[config.mk]
export PLATFORM = sky130hd
export DESIGN_NAME = rsa_modexp16
export DESIGN_NICKNAME = d
export VERILOG_FILES = /design/src/rtl/rsa_defs.sv /design/src/rtl/division32.sv /design/src/rtl/rsa_modexp16.sv
export SDC_FILE = /design/constraint.sdc
export NUM_CORES = 2
export LEC_CHECK = 0
export BUFFER_PORTS_ARGS = -buffer_cell sky130_fd_sc_hd__buf_2
export CELL_PAD_IN_SITES_DETAIL_PLACEMENT = 0
export CELL_PAD_IN_SITES_GLOBAL_PLACEMENT = 2
export CORE_MARGIN = 3
export CORE_UTILIZATION = 40
export CTS_BUF_LIST = sky130_fd_sc_hd__clkbuf_8
export DETAILED_ROUTE_END_ITERATION = 16
export PLACE_DENSITY_LB_ADDON = 0.1
export SLEW_MARGIN = 20
export SYNTH_ARGS = -nofsm -noshare
export SYNTH_HDL_FRONTEND = slang
export SYNTH_SLANG_ARGS = --single-unit
export TNS_END_PERCENT = 1
[constraint.sdc]
create_clock -name clk -period 238.2 [get_ports clk]
set_input_delay 23.82 -clock clk [delete_from_list [all_inputs] [get_ports clk]]
set_output_delay 23.82 -clock clk [all_outputs]
set_load 0.005 [all_outputs]
[src/rtl/rsa_defs.sv]
// rtl/rsa_defs.sv - shared key width, divider width and FSM state encodings
package rsa_defs;

  localparam int KEY_WIDTH = 16;
  localparam int WIDTH     = 2 * KEY_WIDTH;

  typedef enum logic [2:0] {
    IDLE = 3'd0,
    INIT = 3'd1,
    MUL  = 3'd2,
    SQR  = 3'd3,
    DONE = 3'd4
  } state_t;

endpackage

[src/rtl/division32.sv]
// rtl/division32.sv - combinational restoring divider, remainder output
module Division32 #(
  parameter int WIDTH = 32
) (
  input  logic [WIDTH-1:0] dividend,
  input  logic [WIDTH-1:0] divisor,
  output logic [WIDTH-1:0] remainder
);

  // One extra bit so the shifted partial remainder never overflows.
  logic [WIDTH:0] acc;

  always_comb begin
    acc = '0;
    for (int i = WIDTH - 1; i >= 0; i--) begin
      acc = {acc[WIDTH-1:0], dividend[i]};
      if (acc >= {1'b0, divisor}) begin
        acc = acc - {1'b0, divisor};
      end
    end
    remainder = acc[WIDTH-1:0];
  end

endmodule

[src/rtl/rsa_modexp16.sv]
// rtl/rsa_modexp16.sv - constant-latency square-and-multiply modular exponentiation
module rsa_modexp16 #(
  parameter int KEY_WIDTH = rsa_defs::KEY_WIDTH,
  parameter int WIDTH     = rsa_defs::WIDTH
) (
  input  logic                 clk,
  input  logic                 rst,
  input  logic                 start,
  input  logic [KEY_WIDTH-1:0] base,
  input  logic [KEY_WIDTH-1:0] exponent,
  input  logic [KEY_WIDTH-1:0] modulus,
  output logic                 busy,
  output logic                 done,
  output logic                 err,
  output logic [KEY_WIDTH-1:0] result
);
  import rsa_defs::*;

  state_t state, state_nxt;

  logic [KEY_WIDTH-1:0] n_r, e_r, b_r, r_r, result_r;
  logic [4:0]           cnt;
  logic                 err_r;
  logic [WIDTH-1:0]     div_dividend, div_rem;
  logic [KEY_WIDTH-1:0] rem;
  logic                 last_bit;

  // Remainder is always below n, so only the low half carries information.
  logic unused_rem_hi;
  assign unused_rem_hi = &{1'b0, div_rem[WIDTH-1:KEY_WIDTH]};
  assign rem      = div_rem[KEY_WIDTH-1:0];
  assign last_bit = (cnt == 5'(KEY_WIDTH - 1));

  always_comb begin
    div_dividend = '0;
    case (state)
      INIT:    div_dividend = WIDTH'(b_r);
      MUL:     div_dividend = WIDTH'(r_r) * WIDTH'(b_r);
      SQR:     div_dividend = WIDTH'(b_r) * WIDTH'(b_r);
      default: div_dividend = '0;
    endcase
  end

  Division32 #(.WIDTH(WIDTH)) u_div (
    .dividend  (div_dividend),
    .divisor   (WIDTH'(n_r)),
    .remainder (div_rem)
  );

  always_ff @(posedge clk) begin
    if (rst) state <= IDLE;
    else     state <= state_nxt;
  end

  always_comb begin
    state_nxt = state;
    case (state)
      IDLE:    if (start) state_nxt = INIT;
      INIT:    state_nxt = (n_r == '0) ? DONE : MUL;
      MUL:     state_nxt = SQR;
      SQR:     state_nxt = last_bit ? DONE : MUL;
      DONE:    state_nxt = IDLE;
      default: state_nxt = IDLE;
    endcase
  end

  always_ff @(posedge clk) begin
    if (rst) begin
      n_r      <= '0;
      e_r      <= '0;
      b_r      <= '0;
      r_r      <= '0;
      cnt      <= '0;
      err_r    <= 1'b0;
      result_r <= '0;
    end else begin
      case (state)
        IDLE: if (start) begin
          n_r   <= modulus;
          e_r   <= exponent;
          b_r   <= base;
          err_r <= 1'b0;
        end
        INIT: if (n_r == '0) begin
          err_r    <= 1'b1;
          result_r <= '0;
        end else begin
          b_r <= rem;
          r_r <= (n_r == KEY_WIDTH'(1)) ? '0 : KEY_WIDTH'(1);
          cnt <= '0;
        end
        MUL: if (e_r[0]) r_r <= rem;
        SQR: begin
          b_r <= rem;
          e_r <= e_r >> 1;
          cnt <= cnt + 5'd1;
          // Result is loaded on the way into DONE so it is valid alongside done.
          if (last_bit) result_r <= r_r;
        end
        default: ;
      endcase
    end
  end

  assign busy   = (state == INIT) || (state == MUL) || (state == SQR);
  assign done   = (state == DONE);
  assign err    = err_r;
  assign result = result_r;

endmodule

==> summary.txt <==
status -> completed
number of flops mapped to enable cells by yosys -> 0
clock buffer depth -> 2
Pre-Repair DR Iteration Count -> 8
die span in y -> 407 um
max cap viols -> 0
RSZ-0062 raised after global routing -> false
routed len/inst -> 22.2 um
GRT Resource Usage Total -> 28.5%
ys async rst share -> 0%
Antenna Violating Nets Remaining -> 0
number of port buffers -> 69
initial antenna violation count -> 9
worst reg2reg setup slack -> 83.48 ns
post-synthesis sequential area ratio -> 2.77%
post-synthesis cell count -> 8,951
global route overflow -> 0
WL met1 -> 115,000 um
syn nets -> 10,100
post-synthesis cell type count -> 136
complex-gate fraction of the synthesized area -> 27.2%
final worst setup slack -> 83.48 ns
final setup fails -> 0
vias per cell -> 6.02
CP max stage cell -> nor4_4
Least-Margin Pin Slew -> 1.15 ns
vias -> 65,700
relative slew slack -> 22.9%
worst skew pair latency -> 0.47 ns
worst setup path endpoint -> r_r[0]
1st-iter DRT viols -> 4,919
# rows -> 146
r2r worst-path depth -> 708
f_max -> 6.46 MHz
mux share of post-synthesis cell area -> 3.05%
Worst setup startpoint -> b_r[6]
met2 routed WL -> 111,000 um
Core Box Area -> 159,000 um^2
DRC -> 0
Die X-Extent -> 407 um
WS Path Type -> reg -> reg
Root Driver -> clkbuf_8
Critical Path End Type -> register
io pins -> 70
layout net count -> 9,983
metal3 WL -> 10,300 um
DIE AREA -> 165,000 um^2
Mapped Area -> 64,200 um^2
Clk pin slew, worst setup/hold paths -> 0.13 ns
CTS Sinks -> 89
clk_skew -> 0.0160 ns
CTS Hold Bufs -> 0
#FFs+latches synth -> 89
post-synthesis to final-layout area growth -> 4.47%
period utilization -> 65.0%
Post-CTS Setup Bufs -> 0
min Tclk post-route -> 154.72 ns
final wirelength -> 242,000 um
post_cts resized -> 0
Post-Place Setup Slack -> 85.10 ns
synth warn -> 0
largest net degree at the start of global routing -> 77
most frequent CP cell -> a21o_1
CP arrival -> 155.10 ns
uppermost layer routed -> met4
CTS tree -> yes
gpl congestion -> 0.939
CP max stage delay -> 0.84 ns
prevailing post-synth register cell -> dfxtp_1
CP startpoint kind -> register
final hold violations -> 0
Synth Area in Simple Gates -> 24.8%
FF-to-FF End -> r_r[0]
vias in the first global route -> 63,000
layout cells sized above 1 -> 6.31%
crit path max fanout -> 37
Initial Utilization -> 40.4%
post-route setup TNS -> 0 ns
first-pass GRT wire length -> 373,000 um
dpl hpwl -> 196,000 um
Required @ worst endpoint -> 238.58 ns
HP Class -> reg -> reg
RR Startpoint -> b_r[6]
Synth Area in XOR/XNOR -> 8.93%
syn avg cell area -> 7.18 um^2
Slew Limit Fails -> 0
largest family of logic cells by synthesized area -> compound AO/OA/AOI/OAI gates
htree depth -> 3
post-synthesis adder-cell area fraction -> 25.9%
TritonCTS buffer count -> 9
-- synthesized netlist by cell type (all sizes together) (93+ instances only) --
master	n	area, um^2
clkbuf	233	875
nand3	236	1210
mux2	108	1220
a21o	266	2000
ha	707	8850
xor2	191	1700
fa	390	7810
nand2	810	3040
xnor2	453	4010
buf	93	450
o21ai	524	2630
a31oi	96	619
nand4	196	1260
and2	255	1600
a21oi	798	4010
nor2	665	2520
o21bai	110	826
nor4	101	812
nand2b	143	895
inv	888	3330
nor3	179	1000
-- metal layers --
layer	up-vias	track usage, %
met5	-	0
met4	0	6.81
met3	272	1.94
met2	1786	47.0
met1	31700	40.4
li1	32000	-
-- per-stage QoR --
stage	util (%)	instance area [um^2]	cells	hold WS, ns
6_report	42.2	67100	10900	0.456
3_5_place_dp	42.1	66900	10900	0.444
5_1_grt	42.2	67100	10900	0.466
2_1_floorplan	-	64200	8951	0.437
4_1_cts	42.2	67100	10900	0.460
3_3_place_gp	42.1	66900	10900	0.439
-- kinds of logic (layout without fill, tap and decap cells) --
logic type,after synthesis,count (layout)
DFF,89,89
AOI/OAI and AO/OA,2646,2646
xor gates and xnor gates,645,645
muxes,182,182
and+or+nand+nor,3076,3076
other,0,6
adders and majority gates,1097,1097
buffers and inverters,1216,1105
-- worst min path at each step --
stage | start | endpoint | cells past startpoint | slack, ns
2_1_floorplan | e_r[10] | e_r[10] | 2 | 0.44
3_3_place_gp | result[8] | result[8] | 2 | 0.44
3_5_place_dp | result[1] | result[1] | 2 | 0.44
4_1_cts | result[13] | result[13] | 2 | 0.46
5_1_grt | result[13] | result[13] | 2 | 0.47
6_report | result[13] | result[13] | 2 | 0.46
-- worst max-delay path, delay by kind of cell, from the launching register on --
| family | cells | cell delay (ns) |
|---|---|---|
| mux | 26 | 10.58 |
| compound gates | 438 | 83.71 |
| xor+xnor | 1 | 0.13 |
| fa+ha+maj | 40 | 12.94 |
| buf+inv | 27 | 4.99 |
| simple gates | 176 | 41.69 |
| flops | 1 | 0.34 |
-- cell type report --
class                      count  area (um^2)
antenna                        6         15.0
multi-input combinational   7646        57900
inverter                     890         3340
tap                         2072         2590
clock inverter                 7         73.8
clock buffer                   9          124
fill                       16700        91800
sequential                    89         1780
timing repair buffer         199         1320
-- sequential cells by signal, summed over array words and instances, names as in the netlist --
signal  count
b_r        16
cnt         5
e_r        16
err         1
n_r        16
r_r        16
result     16
state       3
-- cells in the final DEF (no fill, tap or decap), drive strengths merged, types with 34 or more instances in the layout --
cell type,n
nor3b,35
and4,34
and2,255
mux2,108
fa,390
nor2b,70
o211ai,69
o21ai,524
xnor2,453
a21oi,798
ha,707
a31oi,96
buf,199
nand3,236
o31ai,71
nor2,665
nand4,196
or2,64
o21bai,110
inv,891
o21a,79
mux2i,74
a21o,266
nor3,179
dfxtp,89
a22oi,51
xor2,191
nand2,810
nand2b,143
and3,70
nor4,101
or3,77
a211oi,59
a21boi,60
or4,37
Power is not shown: default switching activity piles up to over one toggle a cycle in this logic, so the estimate is an artifact.
